===== config.mk =====
export PLATFORM = sky130hd
export DESIGN_NAME = i2s_master
export DESIGN_NICKNAME = d
export VERILOG_FILES = /design/src/rtl/i2s_master.sv
export SDC_FILE = /design/constraint.sdc
export NUM_CORES = 1
export LEC_CHECK = 0
export CORE_MARGIN = 8
export CORE_UTILIZATION = 31
export DETAILED_ROUTE_END_ITERATION = 10
export MAX_ROUTING_LAYER = met4
export SYNTH_ARGS = -nofsm -noshare
export SYNTH_HDL_FRONTEND = slang
export SYNTH_SLANG_ARGS = --single-unit

===== constraint.sdc =====
create_clock -name clk -period 1.6 [get_ports clk]
set_clock_uncertainty 0.05 [all_clocks]
set_input_delay 0.32 -clock clk [delete_from_list [all_inputs] [get_ports clk]]
set_output_delay 0.32 -clock clk [all_outputs]
set_load 0.05 [all_outputs]

===== src/rtl/i2s_master.sv =====
// rtl/i2s_master.sv - I2S bus master: SCLK/LRCLK generation, stereo TX serializer, RX deserializer
module i2s_master #(
  parameter int DW      = 24,
  parameter int SLOT    = 32,
  parameter int CLK_DIV = 2
) (
  input  logic          clk,
  input  logic          rst_n,
  output logic          sclk,
  output logic          lrclk,
  output logic          sdout,
  input  logic          sdin,
  input  logic [DW-1:0] tx_ldata,
  input  logic [DW-1:0] tx_rdata,
  output logic          tx_rd_en,
  input  logic          tx_rd_valid,
  output logic          tx_underflow,
  output logic [DW-1:0] rx_ldata,
  output logic [DW-1:0] rx_rdata,
  output logic          rx_valid
);

  localparam int FW  = 2 * SLOT;
  localparam int DCW = $clog2(CLK_DIV);
  localparam int BCW = $clog2(FW);

  localparam logic [DCW-1:0] DIV_LAST = DCW'(CLK_DIV - 1);
  localparam logic [BCW-1:0] BC_LAST  = BCW'(FW - 1);
  localparam logic [BCW-1:0] BC_SLOT  = BCW'(SLOT);
  localparam logic [BCW-1:0] BC_REQ   = BCW'(SLOT - 1);
  localparam logic [BCW-1:0] L_FIRST  = BCW'(1);
  localparam logic [BCW-1:0] L_LAST   = BCW'(DW);
  localparam logic [BCW-1:0] R_FIRST  = BCW'(SLOT + 1);
  localparam logic [BCW-1:0] R_LAST   = BCW'(SLOT + DW);

  // ---------------------------------------------------------------------------
  // Clock generation and bit position
  // ---------------------------------------------------------------------------
  logic [DCW-1:0] div_cnt_q, div_cnt_d;
  logic           sclk_q, sclk_d;
  logic [BCW-1:0] bit_cnt_q, bit_cnt_d;
  logic           lrclk_q, lrclk_d;

  logic           div_wrap;
  logic           rise;
  logic           fall;
  logic           frame_end;
  logic           req_fall;
  logic [BCW-1:0] bit_cnt_nxt;

  assign div_wrap    = (div_cnt_q == DIV_LAST);
  assign rise        = div_wrap & ~sclk_q;
  assign fall        = div_wrap & sclk_q;
  assign frame_end   = fall & (bit_cnt_q == BC_LAST);
  assign req_fall    = fall & (bit_cnt_q == BC_REQ);
  assign bit_cnt_nxt = (bit_cnt_q == BC_LAST) ? '0 : bit_cnt_q + BCW'(1);

  // Divider, SCLK toggle, bit counter advance on falls, LRCLK aligned with falls
  always_comb begin
    div_cnt_d = div_wrap ? '0 : div_cnt_q + DCW'(1);
    sclk_d    = div_wrap ? ~sclk_q : sclk_q;
    bit_cnt_d = bit_cnt_q;
    lrclk_d   = lrclk_q;
    if (fall) begin
      bit_cnt_d = bit_cnt_nxt;
      lrclk_d   = (bit_cnt_nxt >= BC_SLOT);
    end
  end

  // Clock-generation state register
  always_ff @(posedge clk) begin
    if (!rst_n) begin
      div_cnt_q <= '0;
      sclk_q    <= 1'b0;
      bit_cnt_q <= '0;
      lrclk_q   <= 1'b0;
    end else begin
      div_cnt_q <= div_cnt_d;
      sclk_q    <= sclk_d;
      bit_cnt_q <= bit_cnt_d;
      lrclk_q   <= lrclk_d;
    end
  end

  // ---------------------------------------------------------------------------
  // TX: request/shadow handshake and frame shift register
  // ---------------------------------------------------------------------------
  logic [FW-1:0] tx_sr_q, tx_sr_d;
  logic          sdout_q, sdout_d;
  logic [DW-1:0] shadow_l_q, shadow_l_d;
  logic [DW-1:0] shadow_r_q, shadow_r_d;
  logic          shadow_full_q, shadow_full_d;
  logic          pending_q, pending_d;
  logic          tx_rd_en_q, tx_rd_en_d;
  logic          tx_underflow_q, tx_underflow_d;
  logic [FW-1:0] load_word;

  // Frame image indexed so that bit FW-1 is bit_cnt 0; slot bit 0 and the tail
  // of each slot past DW stay zero.
  assign load_word = ({{(FW-DW){1'b0}}, shadow_l_q} << (FW - 1 - DW))
                   | ({{(FW-DW){1'b0}}, shadow_r_q} << (SLOT - 1 - DW));

  // Frame load/shift on falls, shadow capture while a request is pending
  always_comb begin
    tx_sr_d        = tx_sr_q;
    sdout_d        = sdout_q;
    shadow_l_d     = shadow_l_q;
    shadow_r_d     = shadow_r_q;
    shadow_full_d  = shadow_full_q;
    pending_d      = pending_q;
    tx_rd_en_d     = 1'b0;
    tx_underflow_d = 1'b0;

    if (frame_end) begin
      if (shadow_full_q) begin
        sdout_d = load_word[FW-1];
        tx_sr_d = load_word << 1;
      end else begin
        sdout_d        = 1'b0;
        tx_sr_d        = '0;
        tx_underflow_d = 1'b1;
      end
      shadow_full_d = 1'b0;
    end else if (fall) begin
      sdout_d = tx_sr_q[FW-1];
      tx_sr_d = tx_sr_q << 1;
    end

    // A capture landing on the load edge is kept for the following frame.
    if (pending_q && tx_rd_valid) begin
      shadow_l_d    = tx_ldata;
      shadow_r_d    = tx_rdata;
      shadow_full_d = 1'b1;
      pending_d     = 1'b0;
    end

    // An unanswered request is not re-issued; it stays open across frames.
    if (req_fall && !pending_d) begin
      tx_rd_en_d = 1'b1;
      pending_d  = 1'b1;
    end
  end

  // TX state register
  always_ff @(posedge clk) begin
    if (!rst_n) begin
      tx_sr_q        <= '0;
      sdout_q        <= 1'b0;
      shadow_l_q     <= '0;
      shadow_r_q     <= '0;
      shadow_full_q  <= 1'b0;
      pending_q      <= 1'b0;
      tx_rd_en_q     <= 1'b0;
      tx_underflow_q <= 1'b0;
    end else begin
      tx_sr_q        <= tx_sr_d;
      sdout_q        <= sdout_d;
      shadow_l_q     <= shadow_l_d;
      shadow_r_q     <= shadow_r_d;
      shadow_full_q  <= shadow_full_d;
      pending_q      <= pending_d;
      tx_rd_en_q     <= tx_rd_en_d;
      tx_underflow_q <= tx_underflow_d;
    end
  end

  // ---------------------------------------------------------------------------
  // RX: per-channel shift registers fed on rises, published at frame end
  // ---------------------------------------------------------------------------
  logic [DW-1:0] rx_l_sr_q, rx_l_sr_d;
  logic [DW-1:0] rx_r_sr_q, rx_r_sr_d;
  logic [DW-1:0] rx_ldata_q, rx_ldata_d;
  logic [DW-1:0] rx_rdata_q, rx_rdata_d;
  logic          rx_valid_q, rx_valid_d;
  logic          in_left;
  logic          in_right;

  assign in_left  = (bit_cnt_q >= L_FIRST) && (bit_cnt_q <= L_LAST);
  assign in_right = (bit_cnt_q >= R_FIRST) && (bit_cnt_q <= R_LAST);

  // Shift in data bits of each slot; the last rise of the frame publishes both
  always_comb begin
    rx_l_sr_d  = rx_l_sr_q;
    rx_r_sr_d  = rx_r_sr_q;
    rx_ldata_d = rx_ldata_q;
    rx_rdata_d = rx_rdata_q;
    rx_valid_d = 1'b0;
    if (rise && in_left) begin
      rx_l_sr_d = {rx_l_sr_q[DW-2:0], sdin};
    end
    if (rise && in_right) begin
      rx_r_sr_d = {rx_r_sr_q[DW-2:0], sdin};
    end
    // Use the next-state values: with SLOT == DW+1 the last right bit
    // arrives on this very rise.
    if (rise && (bit_cnt_q == BC_LAST)) begin
      rx_ldata_d = rx_l_sr_d;
      rx_rdata_d = rx_r_sr_d;
      rx_valid_d = 1'b1;
    end
  end

  // RX state register
  always_ff @(posedge clk) begin
    if (!rst_n) begin
      rx_l_sr_q  <= '0;
      rx_r_sr_q  <= '0;
      rx_ldata_q <= '0;
      rx_rdata_q <= '0;
      rx_valid_q <= 1'b0;
    end else begin
      rx_l_sr_q  <= rx_l_sr_d;
      rx_r_sr_q  <= rx_r_sr_d;
      rx_ldata_q <= rx_ldata_d;
      rx_rdata_q <= rx_rdata_d;
      rx_valid_q <= rx_valid_d;
    end
  end

  assign sclk         = sclk_q;
  assign lrclk        = lrclk_q;
  assign sdout        = sdout_q;
  assign tx_rd_en     = tx_rd_en_q;
  assign tx_underflow = tx_underflow_q;
  assign rx_ldata     = rx_ldata_q;
  assign rx_rdata     = rx_rdata_q;
  assign rx_valid     = rx_valid_q;

endmodule

# Word-level counts from Yosys, hierarchy flattened

Index checks and enable logic that the tools add are counted.

Register bits: 223
Word-level logic and storage cells: 60
Output and inout bits: 54
Input port bits: 52

Mux-type cells: 15
Equal/unequal tests: 2
Reduce and logical (&&, ||, !) cells: 12
Bitwise logic cells: 7
Order comparisons: 5
Add/sub/neg operators: 2

Operators with widths:

| operator                                                               | count |
|---|---|
| 64-bit 2-to-1 mux                                                      | 3 |
| 63-bit by 31-bit OR with 63-bit output                                 | 1 |
| 24-bit 2-to-1 mux                                                      | 2 |
| 6-bit >= comparator (second input constant)                            | 2 |
| 1-bit 2-to-1 mux                                                       | 9 |
| 1-bit logical AND                                                      | 7 |
| 6-bit by 1-bit adder with 6-bit output (second input constant)         | 1 |
| 6-bit by 5-bit equality test with 1-bit output (second input constant) | 1 |
| 6-bit equality test (second input constant)                            | 1 |
| 6-bit by 1-bit >= comparator with 1-bit output (second input constant) | 1 |
| 6-bit by 5-bit <= comparator with 1-bit output (second input constant) | 1 |
| 6-bit <= comparator (second input constant)                            | 1 |
| 6-bit 2-to-1 mux                                                       | 1 |
| 1-bit bitwise AND                                                      | 4 |
| 2-bit nonzero test                                                     | 2 |
| 1-bit NOT                                                              | 2 |
| 2-bit AND reduction                                                    | 1 |
| 2-bit OR reduction                                                     | 1 |
| 1-bit adder (second input constant)                                    | 1 |
| 1-bit zero test                                                        | 1 |

# Logic depth before layout (Yosys ltp)

Gate-level depths: netlist (run 1).

Depth in word-level cells: 5
Depth in mapped cells: 8
Mapped depth without buffers: 6

# Worst setup path before layout (run 1)

No wires, ideal clock.

Path type: register -> register
Start point: register sclk_q (netlist: sclk)
End point: register rx_l_sr_q[10]
Period minus slack after synthesis: 1.823 ns
Data required time: 1.431 ns
Setup slack: -0.223 ns
Setup time: 0.119 ns
Stages on the path, launching flop included: 7
Arrival time: 1.654 ns
Cells stage by stage: dfxtp_1 > nand2b_1 > o21bai_2 > a311o_1 > buf_6 > buf_12 > mux2i_1

Word-level cells in the longest chain between the ends: 4

Ends and longest elaborated chain:

| what                   | RTL line | text |
|---|---|---|
| start, declared        | 40       | `logic sclk_q, sclk_d;` |
| start signal, assigned | 79       | `sclk_q <= sclk_d;` |
| 1-bit NOT              | 52       | `assign rise = div_wrap & ~sclk_q;` |
| 1-bit bitwise AND      | 52       |  |
| 1-bit logical AND      | 188      | `if (rise && in_left) begin` |
| 24-bit 2-to-1 mux      | 188      |  |
| end signal, assigned   | 212      | `rx_l_sr_q <= rx_l_sr_d;` |
| end, declared          | 170      | `logic [DW-1:0] rx_l_sr_q, rx_l_sr_d;` |

Every way passes these cells.
A chain may end at the register's enable or synchronous reset.

# Final worst setup path (run 1)

Start point: register bit_cnt_q[0]
End point: register rx_l_sr_q[16]

Word-level cells in the longest chain between the ends: 4

Ends and longest elaborated chain:

| what                                                                                                                    | RTL line | text |
|---|---|---|
| start, declared                                                                                                         | 41       | `logic [BCW-1:0] bit_cnt_q, bit_cnt_d;` |
| start signal, assigned                                                                                                  | 80       | `bit_cnt_q <= bit_cnt_d;` |
| 6-bit by 1-bit >= comparator with 1-bit output / 6-bit by 5-bit <= comparator with 1-bit output (equally long branches) | 178      | `assign in_left = (bit_cnt_q >= L_FIRST) && (bit_cnt_q <= L_LAST);` |
| 1-bit logical AND (*)                                                                                                   | 178      |  |
| 1-bit logical AND (*)                                                                                                   | 188      |  |
| 24-bit 2-to-1 mux (*)                                                                                                   | 188      |  |

Every way passes the cells marked *; elsewhere a longest branch is shown, timed or not.

==> metrics.md, run 1 <==
| Metric | Value |
|---|---|
| Cells after synthesis | around 900 |
| Pre-CTS WS | -325.8 ps |
| Skew-Pair Late Insertion Delay | 500 ps |
| Layout Nets | 1083 |
| Post-Syn Area | about 8000 µm² |
| Core Box Area | 25690 µm² |
| CTS Hold Buffers Added | 0 |
| Worst IR Drop VDD | 605.4 µV |
| Largest family of logic cells by synthesized area | simple AND/OR/NAND/NOR gates |
| Final Setup Violations | roughly 140 |
| Port Buffers | 105 |
| FMAX | about 550 MHz |
| Sw frac | 20.75% |
| Most numerous cell in the Yosys netlist | nand2_1 |
| Die Span Y | 176.7 µm |
| Fraction of the mapped netlist area in adder cells | less than 1% |
| Die ar. | roughly 31000 µm² |
| RSZ-0062 raised after global routing | true |
| HP Class | input port to flop |
| Max_slew headroom | a little over 60% |
| CTS clk-pin slew, worst paths | around 60 ps |
| H-tree depth | 1 |
| Area leader, netlist | dfxtp_1 |
| Reg2reg end | rx_l_sr_q[16]$_SDFF_PN0_ |
| Ys flop type | dfxtp_1 |
| DR iter-0 viols | approximately 300 |
| Failing checks | setup timing |
| Global-route wire length before repair | 30460 µm |
| Number of synthesized register bits | about 220 |
| Post-synth top cells | nand2_1 (355), dfxtp_1 (215), a21boi_0 (89), mux2i_1 (48), a22oi_1 (47) |
| Hold path cells | 3 |
| Post-Syn Nets | 957 |
| Detailed Route WL | 20010 µm |
| Mean Syn Cell Area | 8.880 µm² |
| Max-slew violations | 0 |
| Final Hold Violating Endpoints | 0 |
| Area post-placement | roughly 10000 µm² |
| Period utilisation layout | 113.4% |
| Initial DRT Pass Iterations | 4 |
| Post-DR vias/cell | around 4.6 |
| Synth top area share | about 54% |
| Worst Min Path Start | rst_n |
| Yosys warns | 0 |
| Tot Pwr | approximately 11 mW |
| Non-filler instance count after layout | 1381 |
| Share of cells above drive strength 1 | between 20% and 30% |
| P_int | around 9.1 mW |
| Max-cap check violation count | 0 |
| Synth Area in Compound Gates | approximately 16% |
| Mux contribution to synthesized area | between 5 and 6% |
| Ant diodes | 0 |
| Post-synth EDFFs | 0 |
| Final setup margin | -214.8 ps |
| Area grow syn2layout | 44.19% |
| Ports | 106 |
| Data required time of the critical path | between 1500 and 2000 ps |
| Sink Count | approximately 220 |
| Total gr overflow | 0 |
| Static leakage | around 4.5 nW |
| Routability cong. | 0.7455 |
| Tot GR Track Use | 11.94% |
| Hold WS | about 260 ps |
| RR Startpoint | bit_cnt_q[0]$_SDFFE_PN0P_ |
| Nature of the critical path startpoint | flop |
| Placed Instances | between 1000 and 1500 |
| Ys async rst share | 0% |
| Dpl hpwl | 11410 µm |
| Clk Tree Root Cell | clkbuf_16 |
| XOR/XNOR Fraction of Synth Area | less than 1% |
| FF-to-FF setup slack | -210 ps |
| Tmin final | around 1800 ps |
| Combinational power share | around 3.4% |
| Crit path max fanout | 12 |
| Reg power frac | 46.9% |
| Number of global-route vias before repair | between 6000 and 7000 |
| Final TNS setup | -17490 ps |
| Simple-Gate Fraction of Synth Area | about 20% |
| Layout Utilization | 44.96% |
| Clock network power share | roughly half |
| DRC | 0 |
| Area contributors post-synth | dfxtp_1 (54%), nand2_1 (17%), a21boi_0 (8.3%) |
| Library cells used by synthesis | 38 |
| Reg2Reg Depth | 8 |
| PD cells | between 900 and 1000 nW/µm² |
| WS Path Type | flop to flop |
| Status | complete, but fails checks |
| Final Cell Area | between 10000 and 15000 µm² |
| CTS tree | yes |
| Endpoint, Worst Hold | tx_sr_q[8]$_SDFFE_PN0P_ |
| Sequential share of the synthesized area | between 50% and 60% |
| DIE WIDTH | about 180 µm |
| Num CTS Buffers | 25 |
| Max clock buf depth | 3 |
| Crit end category | flop |
| Average routed wire per standard cell | about 14 µm |
| P_sw | ~2.4 mW |
| Pin count of the biggest net entering global routing | roughly 150 |
| Slew @ Worst Pin | between 500 and 600 ps |
| Num rows | 59 |
| Initial antenna violation count | 0 |
| Starting Density | ~31% |
| Vias | ~6300 |
| Crit path DAT | about 2200 ps |
| Final ANT Viol Nets | 0 |
==> registers in the layout, summed over array words and instances, names as in the netlist, 6 cells and up <==
signal,flops
shadow_r_q,24
rx_rdata,24
bit_cnt_q,6
tx_sr_q,56
shadow_l_q,24
rx_r_sr_q,24
rx_ldata,24
rx_l_sr_q,24
==> power groups by stage <==
stage          logic, mW  clock network, mW  registers (mW)
6_report           0.393               5.68            5.36
5_1_grt            0.422               6.09            5.36
4_1_cts            0.396               5.84            5.36
3_5_place_dp       0.363                  0            5.48
3_3_place_gp       0.361                  0            5.48
2_1_floorplan      0.157                  0            5.49
==> cell usage in the layout, fill, tap and decap left out, types with 12 or more instances in the layout <==
cell type	count
dfxtp_1	212
clkbuf_16	31
nand2_1	320
a22oi_2	14
clkdlybuf4s50_1	50
a21boi_2	13
buf_12	55
mux2i_1	48
nand2_4	14
buf_4	45
a21boi_0	62
a21boi_1	34
nand2_2	21
nand3_1	12
a22oi_1	33
==> cell type report <==
cell class                      instances  area, µm²
Clock inverter                         10      111.4
Fill cell                            2418      14140
Multi-Input combinational cell        620       3759
Inverter                                3      13.76
Sequential cell                       215       4315
Timing Repair Buffer                  163       2208
Tap cell                              335      419.2
Clock buffer                           35      723.2
==> per-layer routing <==
layer / up-vias / GRT usage (%) / wire length [µm]
met3: 24 / 2.198 / 814
met2: 110 / 18.50 / 9375
met4: 0 / 3.643 / 320
li1: 3244 / - / -
met5: - / - / 0
met1: 2969 / 15.60 / 9494
==> worst max-delay path: stages (launching register included) <==
cell,delay [ps]
dfxtp_4,370
buf_6,120
ha_4,140
or3_4,330
o21bai_4,120
a311o_2,170
buf_12,120
buf_16,140
mux2i_1,180
==> cell families (layout without fill, tap and decap cells) <==
logic type | Yosys count | count (layout)
buffers and inverters | 68 | 211
DFF | 215 | 215
AOI/OAI and AO/OA | 166 | 166
xor gates and xnor gates | 4 | 4
adders and majority gates | 3 | 3
muxes | 48 | 48
and+or+nand+nor | 398 | 399
==> worst max path at each step <==
stage,start,endpoint,slack [ps]
CTS,bit_cnt_q[1]$_SDFFE_PN0P_,rx_l_sr_q[16]$_SDFF_PN0_,-180
global placement,bit_cnt_q[0]$_SDFFE_PN0P_,rx_r_sr_q[18]$_SDFF_PN0_,-270
global route,bit_cnt_q[0]$_SDFFE_PN0P_,rx_rdata[2]$_SDFFE_PN0P_,-310
finish,bit_cnt_q[0]$_SDFFE_PN0P_,rx_l_sr_q[16]$_SDFF_PN0_,-210
floorplan,bit_cnt_q[1]$_SDFFE_PN0P_,rx_l_sr_q[3]$_SDFF_PN0_,-70
detailed placement,bit_cnt_q[0]$_SDFFE_PN0P_,rx_r_sr_q[6]$_SDFF_PN0_,-330
==> repair_timing <==
item / in CTS / in global routing
endpoints found under the setup margin: 154 / 159
pin swaps: 7 / 41
gates cloned: 4 / 9
setup buffers: 8 / 3
resized for setup: 30 / 104
No activity file was read; power rests on OpenSTA's default activity.
==> run 2: changes to the inputs <==
--- a/config.mk
+++ b/config.mk
@@ -8,6 +8,7 @@
 export CORE_MARGIN = 8
 export CORE_UTILIZATION = 31
 export DETAILED_ROUTE_END_ITERATION = 10
+export GPL_TIMING_DRIVEN = 1
 export MAX_ROUTING_LAYER = met4
 export SYNTH_ARGS = -nofsm -noshare
 export SYNTH_HDL_FRONTEND = slang
==> results of run 2 <==
The final DEF is identical to that of run 1; final timing and power are the same.
